### config.mk
export PLATFORM = sky130hd
export DESIGN_NAME = keycode_report_packer_flat
export DESIGN_NICKNAME = d
export VERILOG_FILES = /design/src/rtl/keycode_report_packer_if.sv /design/src/rtl/keycode_report_packer.sv /design/src/flat_wrapper.sv
export SDC_FILE = /design/constraint.sdc
export NUM_CORES = 1
export LEC_CHECK = 0
export BUFFER_PORTS_ARGS = -buffer_cell sky130_fd_sc_hd__buf_2
export CORE_MARGIN = 2
export CORE_UTILIZATION = 47
export CTS_CLUSTER_SIZE = 10
export DETAILED_ROUTE_END_ITERATION = 8
export PLACE_DENSITY = 0.8
export SETUP_SLACK_MARGIN = 0.5
export SYNTH_ARGS = -nofsm -noshare
export SYNTH_HDL_FRONTEND = slang
export SYNTH_SLANG_ARGS = --single-unit
### constraint.sdc
create_clock -name Clk -period 1.5 [get_ports Clk]
set_input_delay 0.375 -clock Clk [delete_from_list [all_inputs] [get_ports Clk]]
set_output_delay 0.375 -clock Clk [all_outputs]
set_load 0.02 [all_outputs]
### src/rtl/keycode_report_packer_if.sv
// keycode_report_packer_if: byte-stream input and keycode output bundle between host and packer
interface keycode_report_packer_if;
  logic        byte_valid;
  logic        byte_ready;
  logic [7:0]  byte_data;
  logic        byte_sof;
  logic [15:0] keycode;
  logic        keycode_valid;
  logic        report_error;
  modport master (
    output byte_valid, byte_data, byte_sof,
    input  byte_ready, keycode, keycode_valid, report_error
  );
  modport slave (
    input  byte_valid, byte_data, byte_sof,
    output byte_ready, keycode, keycode_valid, report_error
  );
endinterface

### src/rtl/keycode_report_packer.sv
// keycode_report_packer: packs up to two HID boot-report key codes into one 16-bit word (ports: Clk, Reset, bus.slave byte stream in / keycode out)
module keycode_report_packer #(
  parameter int          REPORT_BYTES  = 8,
  parameter logic [7:0]  ROLLOVER_CODE = 8'h01
) (
  input logic                    Clk,
  input logic                    Reset,
  keycode_report_packer_if.slave bus
);
  localparam int IW = $clog2(REPORT_BYTES);
  localparam logic [IW-1:0] LAST = IW'(REPORT_BYTES - 1);
  localparam logic [1:0] IDLE = 2'd0, COLLECT = 2'd1, COMMIT = 2'd2;
  logic [1:0]    state_q, state_d;
  logic [IW-1:0] idx_q, idx_d;
  logic [7:0]    slot0_q, slot0_d, slot1_q, slot1_d;
  logic          roll_q, roll_d;
  logic [15:0]   keycode_q, keycode_d;
  logic          kv_q, kv_d, err_q, err_d;
  logic          accept, key_byte;
  assign bus.byte_ready    = state_q != COMMIT;
  assign bus.keycode       = keycode_q;
  assign bus.keycode_valid = kv_q;
  assign bus.report_error  = err_q;
  assign accept   = bus.byte_valid && bus.byte_ready;
  // key slots start at byte 2; zero bytes mean "no key" and never occupy a slot
  assign key_byte = idx_q >= IW'(2) && bus.byte_data != 8'h00;
  always_comb begin
    state_d   = state_q;
    idx_d     = idx_q;
    slot0_d   = slot0_q;
    slot1_d   = slot1_q;
    roll_d    = roll_q;
    keycode_d = keycode_q;
    kv_d      = 1'b0;
    err_d     = 1'b0;
    if (state_q == COMMIT) begin
      kv_d      = !roll_q;
      err_d     = roll_q;
      keycode_d = roll_q ? keycode_q : {slot0_q, slot1_q};
      state_d   = IDLE;
    end else if (accept && bus.byte_sof) begin
      // a start-of-frame while collecting abandons the partial report
      err_d   = state_q == COLLECT;
      idx_d   = IW'(1);
      slot0_d = 8'h00;
      slot1_d = 8'h00;
      roll_d  = 1'b0;
      state_d = COLLECT;
    end else if (accept && state_q == IDLE) begin
      err_d = 1'b1;
    end else if (accept) begin
      idx_d   = idx_q + IW'(1);
      state_d = idx_q == LAST ? COMMIT : COLLECT;
      if (key_byte && bus.byte_data == ROLLOVER_CODE) roll_d = 1'b1;
      else if (key_byte && slot0_q == 8'h00) slot0_d = bus.byte_data;
      else if (key_byte && slot1_q == 8'h00 && bus.byte_data != slot0_q) slot1_d = bus.byte_data;
    end
  end
  always_ff @(posedge Clk) begin
    if (Reset) begin
      state_q   <= IDLE;
      idx_q     <= '0;
      slot0_q   <= 8'h00;
      slot1_q   <= 8'h00;
      roll_q    <= 1'b0;
      keycode_q <= 16'h0000;
      kv_q      <= 1'b0;
      err_q     <= 1'b0;
    end else begin
      state_q   <= state_d;
      idx_q     <= idx_d;
      slot0_q   <= slot0_d;
      slot1_q   <= slot1_d;
      roll_q    <= roll_d;
      keycode_q <= keycode_d;
      kv_q      <= kv_d;
      err_q     <= err_d;
    end
  end
endmodule

### src/flat_wrapper.sv
// flat-port wrapper written by rule: the top's interface ports become plain ports
module keycode_report_packer_flat 
#(
  parameter int          REPORT_BYTES  = 8,
  parameter logic [7:0]  ROLLOVER_CODE = 8'h01
)
  (Clk, Reset, bus_byte_valid, bus_byte_data, bus_byte_sof, bus_byte_ready, bus_keycode, bus_keycode_valid, bus_report_error);
  keycode_report_packer_if bus_i ();
  input logic Clk;
  input logic Reset;
  input wire logic [$bits(bus_i.byte_valid)-1:0] bus_byte_valid;
  input wire logic [$bits(bus_i.byte_data)-1:0] bus_byte_data;
  input wire logic [$bits(bus_i.byte_sof)-1:0] bus_byte_sof;
  output wire logic [$bits(bus_i.byte_ready)-1:0] bus_byte_ready;
  output wire logic [$bits(bus_i.keycode)-1:0] bus_keycode;
  output wire logic [$bits(bus_i.keycode_valid)-1:0] bus_keycode_valid;
  output wire logic [$bits(bus_i.report_error)-1:0] bus_report_error;
  assign bus_i.byte_valid = bus_byte_valid;
  assign bus_i.byte_data = bus_byte_data;
  assign bus_i.byte_sof = bus_byte_sof;
  assign bus_byte_ready = bus_i.byte_ready;
  assign bus_keycode = bus_i.keycode;
  assign bus_keycode_valid = bus_i.keycode_valid;
  assign bus_report_error = bus_i.report_error;
  keycode_report_packer #(.REPORT_BYTES(REPORT_BYTES), .ROLLOVER_CODE(ROLLOVER_CODE)) u_core (.Clk(Clk), .Reset(Reset), .bus(bus_i));
endmodule
-- Word-level counts from Yosys, hierarchy flattened
Cells that the tools add are included.
- add/subtract/negate cells: 1
- $mul: 0
- div/mod/pow operators: 0
- $lt $le $gt $ge: 1
- equality and inequality tests: 9
- shifts and indexed selects: 0
- muxes and demuxes: 25
- bitwise operators: 3
- reductions and logical operators: 27
- operators by type and width (cell ; number):
    8-bit 2-to-1 mux ; 11
    8-bit logical NOT ; 2
    1-bit 2-to-1 mux ; 10
    3-bit 2-to-1 mux ; 3
    8-bit by 1-bit == test with 1-bit output, second input constant ; 1
    1-bit logical AND ; 8
    8-bit != test ; 1
    2-bit nonzero test ; 4
    8-bit nonzero test ; 1
    2-bit by 1-bit != test with 1-bit output, second input constant ; 3
    2-bit AND reduction ; 3
    6-bit AND reduction ; 1
    5-bit AND reduction ; 1
    4-bit AND reduction ; 1
    2-bit OR reduction ; 2
    3-bit by 1-bit adder with 3-bit output, second input constant ; 1
    3-bit == test, second input constant ; 1
    3-bit by 2-bit >= comparator with 1-bit output, second input constant ; 1
    1-bit NOT ; 3
    3-bit AND reduction ; 1
    3-bit OR reduction ; 1
    2-bit by 1-bit == test with 1-bit output, second input constant ; 1
    2-bit == test, second input constant ; 1
    2-bit logical NOT ; 1
    3 further kinds ; 3
- register bits after elaboration: 40
- bits in latches: 0
- memory bits (writable): 0
- ROM bits: 0
- bits of input ports: 12
- output and inout bits: 19
- word-level logic and storage cells: 75
- memories: 0

-- Depth between registers and ports, before layout
Gate-level depths: netlist of run 1.
- word-level depth: 10
- mapped depth: 7
- gate-level depth less buffers: 6

-- Worst setup path after synthesis of run 1
No wires, ideal clock.
- path type: register to register
- start point: register u_core.slot0_q[1]
- end point: register u_core.slot1_q[5]
- library setup time: 117 ps
- arrival time: 1436 ps
- required time: 1383 ps
- slack: -54 ps
- cell stages (with the launch flop): 4
- buffers on the path: 0
- period minus slack after synthesis: 1554 ps
- cell sequence: dfxtp_1 -> or4_4 -> o2111a_2 -> a32o_1
- longest elaborated chain between the ends: 4
- ends and longest elaborated chain (what ; line ; text):
    start: declaration ; keycode_report_packer.sv:15 ; logic [7:0] slot0_q, slot0_d, slot1_q, slot1_d;
    start signal: assignment ; keycode_report_packer.sv:72 ; slot0_q <= slot0_d;
    8-bit logical NOT or 8-bit != test (tied branches) ; keycode_report_packer.sv:55, keycode_report_packer.sv:56 ;
    1-bit logical AND, on equally long branches ; keycode_report_packer.sv:55, keycode_report_packer.sv:56 ;
    2-bit by 1-bit != test with 1-bit output (no line) or 2-bit nonzero test (tied branches) ; n/a ;
    6-bit AND reduction (no line) (*) ; n/a ;
    end signal: assignment ; keycode_report_packer.sv:73 ; slot1_q <= slot1_d;
    end: declaration ; keycode_report_packer.sv:15 ;
Every way passes the cells marked *; elsewhere a longest branch is shown, timed or not.
A chain may end at the register's enable or synchronous reset.

-- Worst setup path after layout of run 1
- start point: register u_core.slot0_q[5]
- end point: register u_core.slot0_q[0]
- longest elaborated chain between the ends: 4
- ends and longest elaborated chain (what ; line ; text):
    8-bit logical NOT ; keycode_report_packer.sv:55 ; else if (key_byte && slot0_q == 8'h00) slot0_d = bus.byte_data;
    1-bit logical AND ; keycode_report_packer.sv:55 ;
    2-bit nonzero test (no line) ; n/a ;
    5-bit AND reduction (no line) ; n/a ;
Every way passes these cells.

==> results of run 1 <==
cell usage after synthesis, types with 2 or more instances:
cell type / number
buf_6: 4
nor4_1: 4
buf_2: 3
a21oi_1: 4
nand2_1: 5
o21a_1: 2
nor2b_1: 3
nor3_1: 3
dfxtp_1: 40
a22o_1: 16
or4_4: 2
nor2_1: 13
o21ai_0: 2
ha_1: 3
a32oi_1: 8
a32o_1: 8
xor2_1: 8
layout make-up:
| class | instances | area (µm²) | share of cell area, % |
|---|---|---|---|
| clock buffer | 6 | 51.3 | 1.93 |
| clock inverter | 2 | 38.8 | 1.46 |
| inverter | 2 | 7.51 | 0.283 |
| multi-input combinational | 97 | 978 | 36.8 |
| sequential | 40 | 838 | 31.6 |
| tap | 46 | 57.6 | 2.17 |
| timing repair buffer | 74 | 684 | 25.8 |
registers in the layout, summed over array words and instances (netlist names):
name and cells:
u_core.bus.report_error 1, u_core.roll_q 1, u_core.state_q 2, u_core.slot0_q 8, u_core.bus.keycode 16, u_core.idx_q 3
u_core.bus.keycode_valid 1, u_core.slot1_q 8
worst max-delay path, cell delays in order, from the launching register on:
cell	delay, ns
dfxtp_2	0.34
or4_4	0.56
nor4_4	0.23
buf_6	0.17
a32oi_2	0.13
nor2_1	0.12
power breakdown:
part | switching [mW] | internal (mW)
combinational | 0.118 | 0.101
clock | 0.368 | 0.399
sequential | 0.00447 | 1.07
timing repair:
action | 4_1_cts | 5_1_grt
endpoints found under the hold margin | 0 | 0
pin swaps | 18 | 17
resized for setup | 92 | 17
buffers inserted | 16 | 7
gates cloned | 3 | 0
setup endpoints to repair | 59 | 59
per-stage QoR:
stage | utilization, % | hold slack, ns | setup WS (ns) | instance area, µm² | power (mW)
finish | 79.6 | 0.345 | -0.106 | 2660 | 2.06
global route | 79.6 | 0.326 | -0.151 | 2660 | 2.13
floorplan | - | 0.456 | -0.0111 | 1710 | 1.19
detailed placement | 58.7 | 0.465 | -0.133 | 1960 | 1.24
CTS | 75.8 | 0.343 | -0.0782 | 2530 | 2.04
global placement | 58.7 | 0.460 | -0.0426 | 1960 | 1.23
path summary, 6_finish.rpt:
path,start,endpoint,slack (ns),cells past startpoint
setup / recovery,u_core.slot0_q[5]$_SDFFE_PP0P_,u_core.slot0_q[0]$_SDFFE_PP0P_,-0.11,5
hold / removal,bus_byte_data[4],u_core.slot1_q[4]$_SDFFE_PP0P_,0.35,2
setup reg to reg,u_core.slot0_q[5]$_SDFFE_PP0P_,u_core.slot0_q[0]$_SDFFE_PP0P_,-0.11,5
hold reg to reg,u_core.slot1_q[2]$_SDFFE_PP0P_,u_core.bus.keycode[2]$_SDFFE_PP0P_,0.49,1
routing by layer:
metal / wire length, µm / GRT usage (%)
met4: 130 / 10.3
met1: 1720 / 26.0
met3: 205 / 4.68
met2: 2530 / 44.8
met5: 0 / 0
cell families (layout without fill, tap and decap cells):
family | Yosys count | count (layout) | synth area share, %
AOI/OAI and AO/OA | 47 | 47 | 24.9
DFF | 40 | 40 | 49.0
and+or+nand+nor | 39 | 39 | 14.5
buffers and inverters | 10 | 84 | 5.05
xor gates and xnor gates | 8 | 8 | 4.29
adders and majority gates | 3 | 3 | 2.30
==> reports/results.txt, run 1 <==
Post-Syn Nets -> 162
Req. time, crit path -> 1.80 ns
Yosys reg bits -> 40
Vias in the first global route -> 1554
Distinct cells, synth -> 36
Initial core utilization -> 49.0%
WP data arrival -> 1.90 ns
Die Y -> 63.0 µm
Drt drc -> 0
Leading area contributor after synthesis -> dfxtp_1
Final hold violation count -> 0
Post-route non-filler standard cell count -> 267
Final TNS setup -> -1.09 ns
Clk sink count -> 40
Via density per instance -> 5.75
Die W -> 63.0 µm
Syn Std Cell Area -> 1630 µm²
Hold Path Class -> in -> reg
Num ports -> 31
Full die area -> 3960 µm²
TritonCTS clock tree -> built
Reg clk slew, reported paths -> 0.12 ns
Dpl cells -> 233
Total CTS buffers -> 5
Initial antenna violation count -> 0
Final nets -> 235
Ant. Diodes -> 0
Routed len/inst -> 17.2 µm
First-pass GRT wire length -> 7380 µm
Root Driver -> clkbuf_4
Yosys top cell area share -> 49.0%
EDFF count, synth -> 0
Max cap viols -> 0
Async set or reset register ratio after synthesis -> 0%
Cts hold-fix bufs -> 0
Htree depth -> 2
Tightest Pin Transition -> 0.351 ns
Highest Clock Rate -> 623 MHz
Total GRT Usage -> 24.0%
Worst-Skew Late Latency -> 0.36 ns
GP Congestion -> 0.883
Port Buffers -> 30
Clock skew -> 0.00258 ns
RSZ-0062 raised after global routing -> true
Row cnt -> 21
Largest net degree at the start of global routing -> 14
Status -> finished, violations left
Final setup fails -> 16
Most common cell after layout, fill and taps aside -> buf_6
Most frequent cells in the layout -> buf_6 (33), buf_4 (28), dfxtp_2 (24), a22o_1 (16), dfxtp_1 (14)
Core ar. -> 3340 µm²
First drt pass iteration count -> 4
Syn Area/Cell -> 11.1 µm²
Synth Flop Type -> dfxtp_1
Leakage dissipation -> 1.11 nW
CP Capture Type -> register
Seq/Total Area, Yosys -> 49.0%
Ys Warns -> 0
IR Drop Worst-Case VDD -> 1.04 mV
Final HPWL DP -> 2840 µm
CP Class -> reg -> reg
CTS Buffer Depth -> 2
Crit-path max FO -> 8
Area growth syn-to-layout -> 62.6%
Final worst slack -> -0.106 ns
Worst setup SP type -> register
P per Cell Area -> 774 nW/µm²
Final worst-path cycle share -> 107%
1st-iter DRT viols -> 101
Min Tclk post-route -> 1.61 ns
Cell count after synthesis -> 147
Largest cells by area after synthesis -> dfxtp_1 (49%), a22o_1 (8.6%), a32o_1 (4.9%)
Slew headroom -> 76.4%
Routed wire length -> 4580 µm
Filler instances -> 213
Total number of vias -> 1536
Slew Limit Fails -> 0
Share of layout cells above drive strength 1 -> 65.2%
ANT nets after route -> 0
Failing checks -> negative setup slack
Grt ovf -> 0
Power figures use the tool's default switching activity.
==> run 2, diff against run 1 <==
--- a/config.mk
+++ b/config.mk
@@ -11,7 +11,7 @@
 export CTS_CLUSTER_SIZE = 10
 export DETAILED_ROUTE_END_ITERATION = 8
 export PLACE_DENSITY = 0.8
-export SETUP_SLACK_MARGIN = 0.5
+export SETUP_SLACK_MARGIN = 0.02
 export SYNTH_ARGS = -nofsm -noshare
 export SYNTH_HDL_FRONTEND = slang
 export SYNTH_SLANG_ARGS = --single-unit
==> reports/results.txt, run 2 (synthesis results as in run 1) <==
Status -> finished, violations left
Failing checks -> negative setup slack
Final hold slack -> 0.354 ns (+0.00827 ns)
Leakage dissipation -> 0.896 nW (-20%)
Max reg flops -> 16 (unchanged)
Highest Clock Rate -> 631 MHz (+1.3%)
WP buf/inv -> 0 (-1)
Total CTS buffers -> 5 (unchanged)
Hold Startpoint -> bus_byte_data[7]
1st-iter DRT viols -> 46 (-54%)
ANT nets after route -> 0 (unchanged)
Design area -> 2070 µm² (-22%)
Final hold violation count -> 0 (unchanged)
Crit-path max FO -> 8 (unchanged)
RR Endpoint -> u_core.slot1_q[7]$_SDFFE_PP0P_
CP Capture Type -> register
Clock skew -> 0.00869 ns (+0.00611 ns)
Initial antenna violation count -> 0 (unchanged)
CP Class -> reg -> reg
Most frequent cells in the layout -> dfxtp_1 (35), buf_2 (29), buf_4 (23), a22o_1 (16), nor2_1 (12)
Via density per instance -> 5.59 (-2.8%)
Vias in the first global route -> 1354 (-13%)
Worst-Skew Late Latency -> 0.35 ns (about the same)
First-pass GRT wire length -> 6290 µm (-15%)
Tightest Pin Transition -> 0.609 ns (+0.258 ns)
R2R depth -> 3 (-2)
Share of layout cells above drive strength 1 -> 41.3% (-24 points)
Final worst slack -> -0.0855 ns (+0.0200 ns)
CP peak stage delay -> 0.57 ns (about the same)
Worst path cell trace -> or4_4 -> o2111a_2 -> a32o_1
Max cap viols -> 0 (unchanged)
Htree depth -> 2 (unchanged)
Cts hold-fix bufs -> 0 (unchanged)
TritonCTS clock tree -> built
Req. time, crit path -> 1.76 ns (-0.04 ns)
Routed len/inst -> 15.3 µm (-11%)
GP Congestion -> 0.894 (+1.2%)
IR Drop Worst-Case VDD -> 0.398 mV (-62%)
Most common cell after layout, fill and taps aside -> dfxtp_1
Slew headroom -> 59.4% (-17 points)
Routed wire length -> 3770 µm (-18%)
P per Cell Area -> 840 nW/µm² (+8.5%)
Port Buffers -> 30 (unchanged)
Crit path to -> u_core.slot1_q[7]$_SDFFE_PP0P_
Area growth syn-to-layout -> 26.7%
Final worst-path cycle share -> 106% (-1.3 points)
Initial core utilization -> 49.0% (unchanged)
First drt pass iteration count -> 4 (unchanged)
Slew Limit Fails -> 0 (unchanged)
Hold Path Class -> in -> reg
Clk sink count -> 40 (unchanged)
Largest net degree at the start of global routing -> 18 (+4)
Dpl cells -> 237 (+1.7%)
Critical path depth -> 3 (-2)
R2R setup slack -> -0.09 ns (+0.02 ns)
CTS Buffer Depth -> 2 (unchanged)
Total GRT Usage -> 20.1% (-3.9 points)
Worst setup SP type -> register
Critical Path Start -> u_core.slot0_q[1]$_SDFFE_PP0P_
Total number of vias -> 1381 (-10%)
Final HPWL DP -> 2730 µm (-3.8%)
Reg clk slew, reported paths -> 0.11 ns (about the same)
Final nets -> 216 (-8.1%)
Drt drc -> 0 (unchanged)
Core ar. -> 3340 µm² (unchanged)
Row cnt -> 21 (unchanged)
Grt ovf -> 0 (unchanged)
Die W -> 63.0 µm (unchanged)
Root Driver -> clkbuf_4
Full die area -> 3960 µm² (unchanged)
FF-to-FF Start -> u_core.slot0_q[1]$_SDFFE_PP0P_
Die Y -> 63.0 µm (unchanged)
Placed cell areas -> 1940 µm² (-1.0%)
Num ports -> 31 (unchanged)
WP data arrival -> 1.84 ns (-0.06 ns)
Post-route non-filler standard cell count -> 247 (-7.5%)
RSZ-0062 raised after global routing -> true
Ant. Diodes -> 0 (unchanged)
Kind of cell adding the most delay to the critical path -> compound AO/OA/AOI/OAI gates
Min Tclk post-route -> 1.59 ns (-0.0200 ns)
Final setup fails -> 16 (unchanged)
CP max stage cell -> or4_4
==> run 2: changes by cell type in the layout (fill, tap and decap cells not counted), sizes merged <==
cell	change
clkinvlp	+1
bufinv	-1
buf	-19
clkbuf	-1
==> run 2: layout make-up <==
cell class | instances | area (µm²)
Inverter | 2 | 7.51
Fill cell | 281 | 1270
Multi-Input combinational cell | 97 | 797
Tap cell | 46 | 57.6
Sequential cell | 40 | 807
Timing Repair Buffer | 55 | 352
Clock buffer | 5 | 37.5
Clock inverter | 2 | 12.5
==> run 2: worst min path at each step <==
stage	end	cells after the start
floorplan	u_core.idx_q[2]$_SDFFE_PP0P_	2
global placement	u_core.bus.keycode[13]$_SDFFE_PP0P_	1
detailed placement	u_core.bus.keycode[12]$_SDFFE_PP0P_	1
CTS	u_core.slot0_q[4]$_SDFFE_PP0P_	3
global route	u_core.slot1_q[1]$_SDFFE_PP0P_	2
finish	u_core.slot1_q[7]$_SDFFE_PP0P_	2
==> run 2: worst register-to-register path: cells and delay by family (launching register included) <==
family | cells | cell delay (ns)
AO/OA/AOI/OAI | 2 | 0.59
flip-flops | 1 | 0.34
AND/OR/NAND/NOR | 1 | 0.57
==> run 2: layer usage <==
metal  vias up  part of all wire, %  GRT usage, %
li1        677                    -             -
met1       669                   45          23.9
met2        28                   50          34.4
met3         7                  3.7          4.68
met4         0                  1.7          8.33
met5         -                    0             0
==> run 2: per-stage QoR <==
step,TNS [ns],util (%),total power [mW],setup slack [ns]
finish,-0.870,62.1,1.74,-0.0855
global route,-1.78,62.1,1.79,-0.142
CTS,-0.857,60.9,1.74,-0.0666
detailed placement,-3.31,58.1,1.24,-0.142
global placement,-1.33,58.1,1.23,-0.0726
floorplan,-0.124,-,1.18,-0.0111
==> run 2: power breakdown <==
part / switching [mW] / total, mW / internal (mW)
clock network: 0.345 / 0.516 / 0.171
registers: 0.00287 / 1.07 / 1.07
logic: 0.0899 / 0.152 / 0.0623
total: 0.438 / 1.74 / 1.30
==> run 2: repair_timing <==
item	4_1_cts	5_1_grt
setup endpoints to repair	33	33
gates resized for setup	9	6
pin swaps	6	11
setup buffers	2	1
==> run 3, diff against run 2 <==
--- a/config.mk
+++ b/config.mk
@@ -5,13 +5,14 @@
 export SDC_FILE = /design/constraint.sdc
 export NUM_CORES = 1
 export LEC_CHECK = 0
-export BUFFER_PORTS_ARGS = -buffer_cell sky130_fd_sc_hd__buf_2
+export BUFFER_PORTS_ARGS = -buffer_cell sky130_fd_sc_hd__buf_4
 export CORE_MARGIN = 2
 export CORE_UTILIZATION = 47
 export CTS_CLUSTER_SIZE = 10
 export DETAILED_ROUTE_END_ITERATION = 8
 export PLACE_DENSITY = 0.8
 export SETUP_SLACK_MARGIN = 0.02
+export SKIP_LAST_GASP = 1
 export SYNTH_ARGS = -nofsm -noshare
 export SYNTH_HDL_FRONTEND = slang
 export SYNTH_SLANG_ARGS = --single-unit
==> reports/results.txt, run 3 (synthesis results as in run 1) <==
Status -> finished, violations left
Failing checks -> negative setup slack
Highest Clock Rate -> 627 MHz (-0.59%)
Num ports -> 31 (unchanged)
Full die area -> 3960 µm² (unchanged)
Area of the multi-input gates -> 783 µm² (-1.7%)
1st-iter DRT viols -> 45 (-2.2%)
Routed wire length -> 3920 µm (+4.1%)
Reg clk slew, reported paths -> 0.13 ns (+0.02 ns)
IR Drop Worst-Case VDD -> 0.929 mV (+130%)
TritonCTS clock tree -> built
Hold Path Class -> in -> reg
Final hold violation count -> 0 (unchanged)
Drt drc -> 0 (unchanged)
Die Y -> 63.0 µm (unchanged)
Final HPWL DP -> 2930 µm (+7.4%)
Slew headroom -> 60.4% (+1.1 points)
Post-route non-filler standard cell count -> 252 (+2.0%)
Final worst slack -> -0.0950 ns (-0.00943 ns)
Routed len/inst -> 15.6 µm (+2.0%)
Area growth syn-to-layout -> 34.1%
Row cnt -> 21 (unchanged)
Die W -> 63.0 µm (unchanged)
Total number of vias -> 1422 (+3.0%)
Tightest Pin Transition -> 0.593 ns (-0.0158 ns)
Sequential Power Share -> 54.6% (-7.0 points)
ANT nets after route -> 0 (unchanged)
RSZ-0062 raised after global routing -> true
Design area -> 2190 µm² (+5.9%)
Dpl cells -> 243 (+2.5%)
Largest net degree at the start of global routing -> 18 (unchanged)
Clock share of power -> 37.1% (+7.4 points)
Crit-path max FO -> 8 (unchanged)
Placed cell areas -> 2060 µm² (+6.2%)
R2R setup slack -> -0.09 ns (about the same)
P per Cell Area -> 896 nW/µm² (+6.7%)
CP peak stage delay -> 0.56 ns (about the same)
Max cap viols -> 0 (unchanged)
Leakage dissipation -> 0.943 nW (+5.3%)
R2R depth -> 5 (+2)
CP Capture Type -> register
Final worst-path cycle share -> 106% (+0.63 points)
Initial core utilization -> 49.0% (unchanged)
Final nets -> 220 (+1.9%)
Filler instances -> 269 (-4.3%)
Switching power -> 0.466 mW (+6.5%)
Via density per instance -> 5.64 (+0.93%)
CP Class -> reg -> reg
Cell internal pwr -> 1.50 mW (+15%)
Total GRT Usage -> 20.6% (+0.54 points)
RR Endpoint -> u_core.slot0_q[5]$_SDFFE_PP0P_
Port Buffers -> 30 (unchanged)
Worst Hold Path EP -> u_core.slot1_q[6]$_SDFFE_PP0P_
First drt pass iteration count -> 4 (unchanged)
Worst-Skew Late Latency -> 0.35 ns (about the same)
Core Util, Final -> 65.7% (+3.6 points)
GP Congestion -> 0.919 (+2.8%)
Clk sink count -> 40 (unchanged)
Most frequent cells in the layout -> buf_4 (56), dfxtp_1 (36), a22o_1 (16), nor2_1 (12)
Core ar. -> 3340 µm² (unchanged)
Ant. Diodes -> 0 (unchanged)
FF+latch area -> 806 µm² (-0.16%)
Req. time, crit path -> 1.79 ns (+0.03 ns)
Total CTS buffers -> 5 (unchanged)
Grt ovf -> 0 (unchanged)
Htree depth -> 2 (unchanged)
Root Driver -> clkbuf_4
CTS Buffer Depth -> 2 (unchanged)
Slew Limit Fails -> 0 (unchanged)
Sw Ratio -> 23.7% (-1.4 points)
Clock skew -> 0.00797 ns (-0.000719 ns)
Max reg flops -> 16 (unchanged)
Initial antenna violation count -> 0 (unchanged)
Worst setup SP type -> register
First-pass GRT wire length -> 6430 µm (+2.3%)
Vias in the first global route -> 1396 (+3.1%)
WP data arrival -> 1.89 ns (+0.05 ns)
Final setup fails -> 16 (unchanged)
Gate power share -> 8.3% (-0.5 points)
FF-to-FF Start -> u_core.slot0_q[0]$_SDFFE_PP0P_
Hold Startpoint -> bus_byte_data[6]
Worst hold stages -> 2 (unchanged)
Cts hold-fix bufs -> 0 (unchanged)
CP max stage cell -> or4_4
Most common cell after layout, fill and taps aside -> buf_4
Worst path cell trace -> or4_4 -> nor4_4 -> buf_6 -> a32oi_1 -> nor2_1
Min Tclk post-route -> 1.59 ns (+0.00943 ns)
Share of layout cells above drive strength 1 -> 41.7% (+0.45 points)
Pre-CTS setup slack -> -0.0993 ns (+0.0427 ns)
## run 3: cell count changes in the layout (fill, tap and decap cells not counted), sizes merged
cell    delta
inv        +1
bufinv     +1
clkinv     -1
buf        +4
## run 3: worst max-delay path by stage
| stage | start | cells past startpoint | to |
|---|---|---|---|
| 2_1_floorplan | u_core.slot0_q[0]$_SDFFE_PP0P_ | 3 | u_core.slot1_q[5]$_SDFFE_PP0P_ |
| 3_3_place_gp | bus_byte_data[3] | 5 | u_core.slot1_q[2]$_SDFFE_PP0P_ |
| 3_5_place_dp | bus_byte_data[3] | 5 | u_core.slot1_q[7]$_SDFFE_PP0P_ |
| 4_1_cts | u_core.slot0_q[0]$_SDFFE_PP0P_ | 5 | u_core.slot0_q[5]$_SDFFE_PP0P_ |
| 5_1_grt | u_core.slot0_q[0]$_SDFFE_PP0P_ | 5 | u_core.slot0_q[7]$_SDFFE_PP0P_ |
| 6_report | u_core.slot0_q[0]$_SDFFE_PP0P_ | 5 | u_core.slot0_q[5]$_SDFFE_PP0P_ |
## run 3: what timing repair did
action / in CTS / in global routing
cloned: 0 / 0
buffers inserted: 0 / 1
setup endpoints to repair: 33 / 17
gates resized for setup: 6 / 5
pin swaps: 9 / 4
## run 3: power groups by stage
stage	sequential [mW]	clock (mW)	combinational, mW
after CTS	1.07	0.738	0.158
after global routing	1.07	0.789	0.175
final	1.07	0.730	0.163
after global placement	1.09	0	0.150
after floorplan	1.10	0	0.0835
after detailed placement	1.09	0	0.155
## run 3: stage by stage
step | hold WS (ns) | TNS (ns) | power [mW]
4_1_cts | 0.307 | -0.970 | 1.97
6_report | 0.318 | -1.01 | 1.96
2_1_floorplan | 0.446 | -0.124 | 1.18
3_5_place_dp | 0.465 | -2.17 | 1.25
3_3_place_gp | 0.461 | -1.20 | 1.24
5_1_grt | 0.296 | -1.53 | 2.04
## run 3: cell type report
class / instances / share of cell area [%]
clock buffers: 5 / 1.71
well taps: 46 / 2.63
repair buffers: 59 / 20.7
clock inverters: 3 / 2.11
inverters: 2 / 0.342
multi-input cells: 97 / 35.7
flip-flops and latches: 40 / 36.8
## run 3: per-layer routing
| metal | wire length, µm | share of wire (%) | track usage, % |
|---|---|---|---|
| met1 | 1750 | 45 | 26.3 |
| met2 | 1920 | 49 | 33.9 |
| met3 | 180 | 4.6 | 4.32 |
| met4 | 70 | 1.8 | 8.06 |
| met5 | 0 | 0 | 0 |
## run 3: critical path: cells and delay by family (launching register included)
family                 cells  cell delay (ns)
buffers and inverters      1             0.17
flip-flops                 1             0.35
AO/OA/AOI/OAI              1             0.10
AND/OR/NAND/NOR            3             0.92
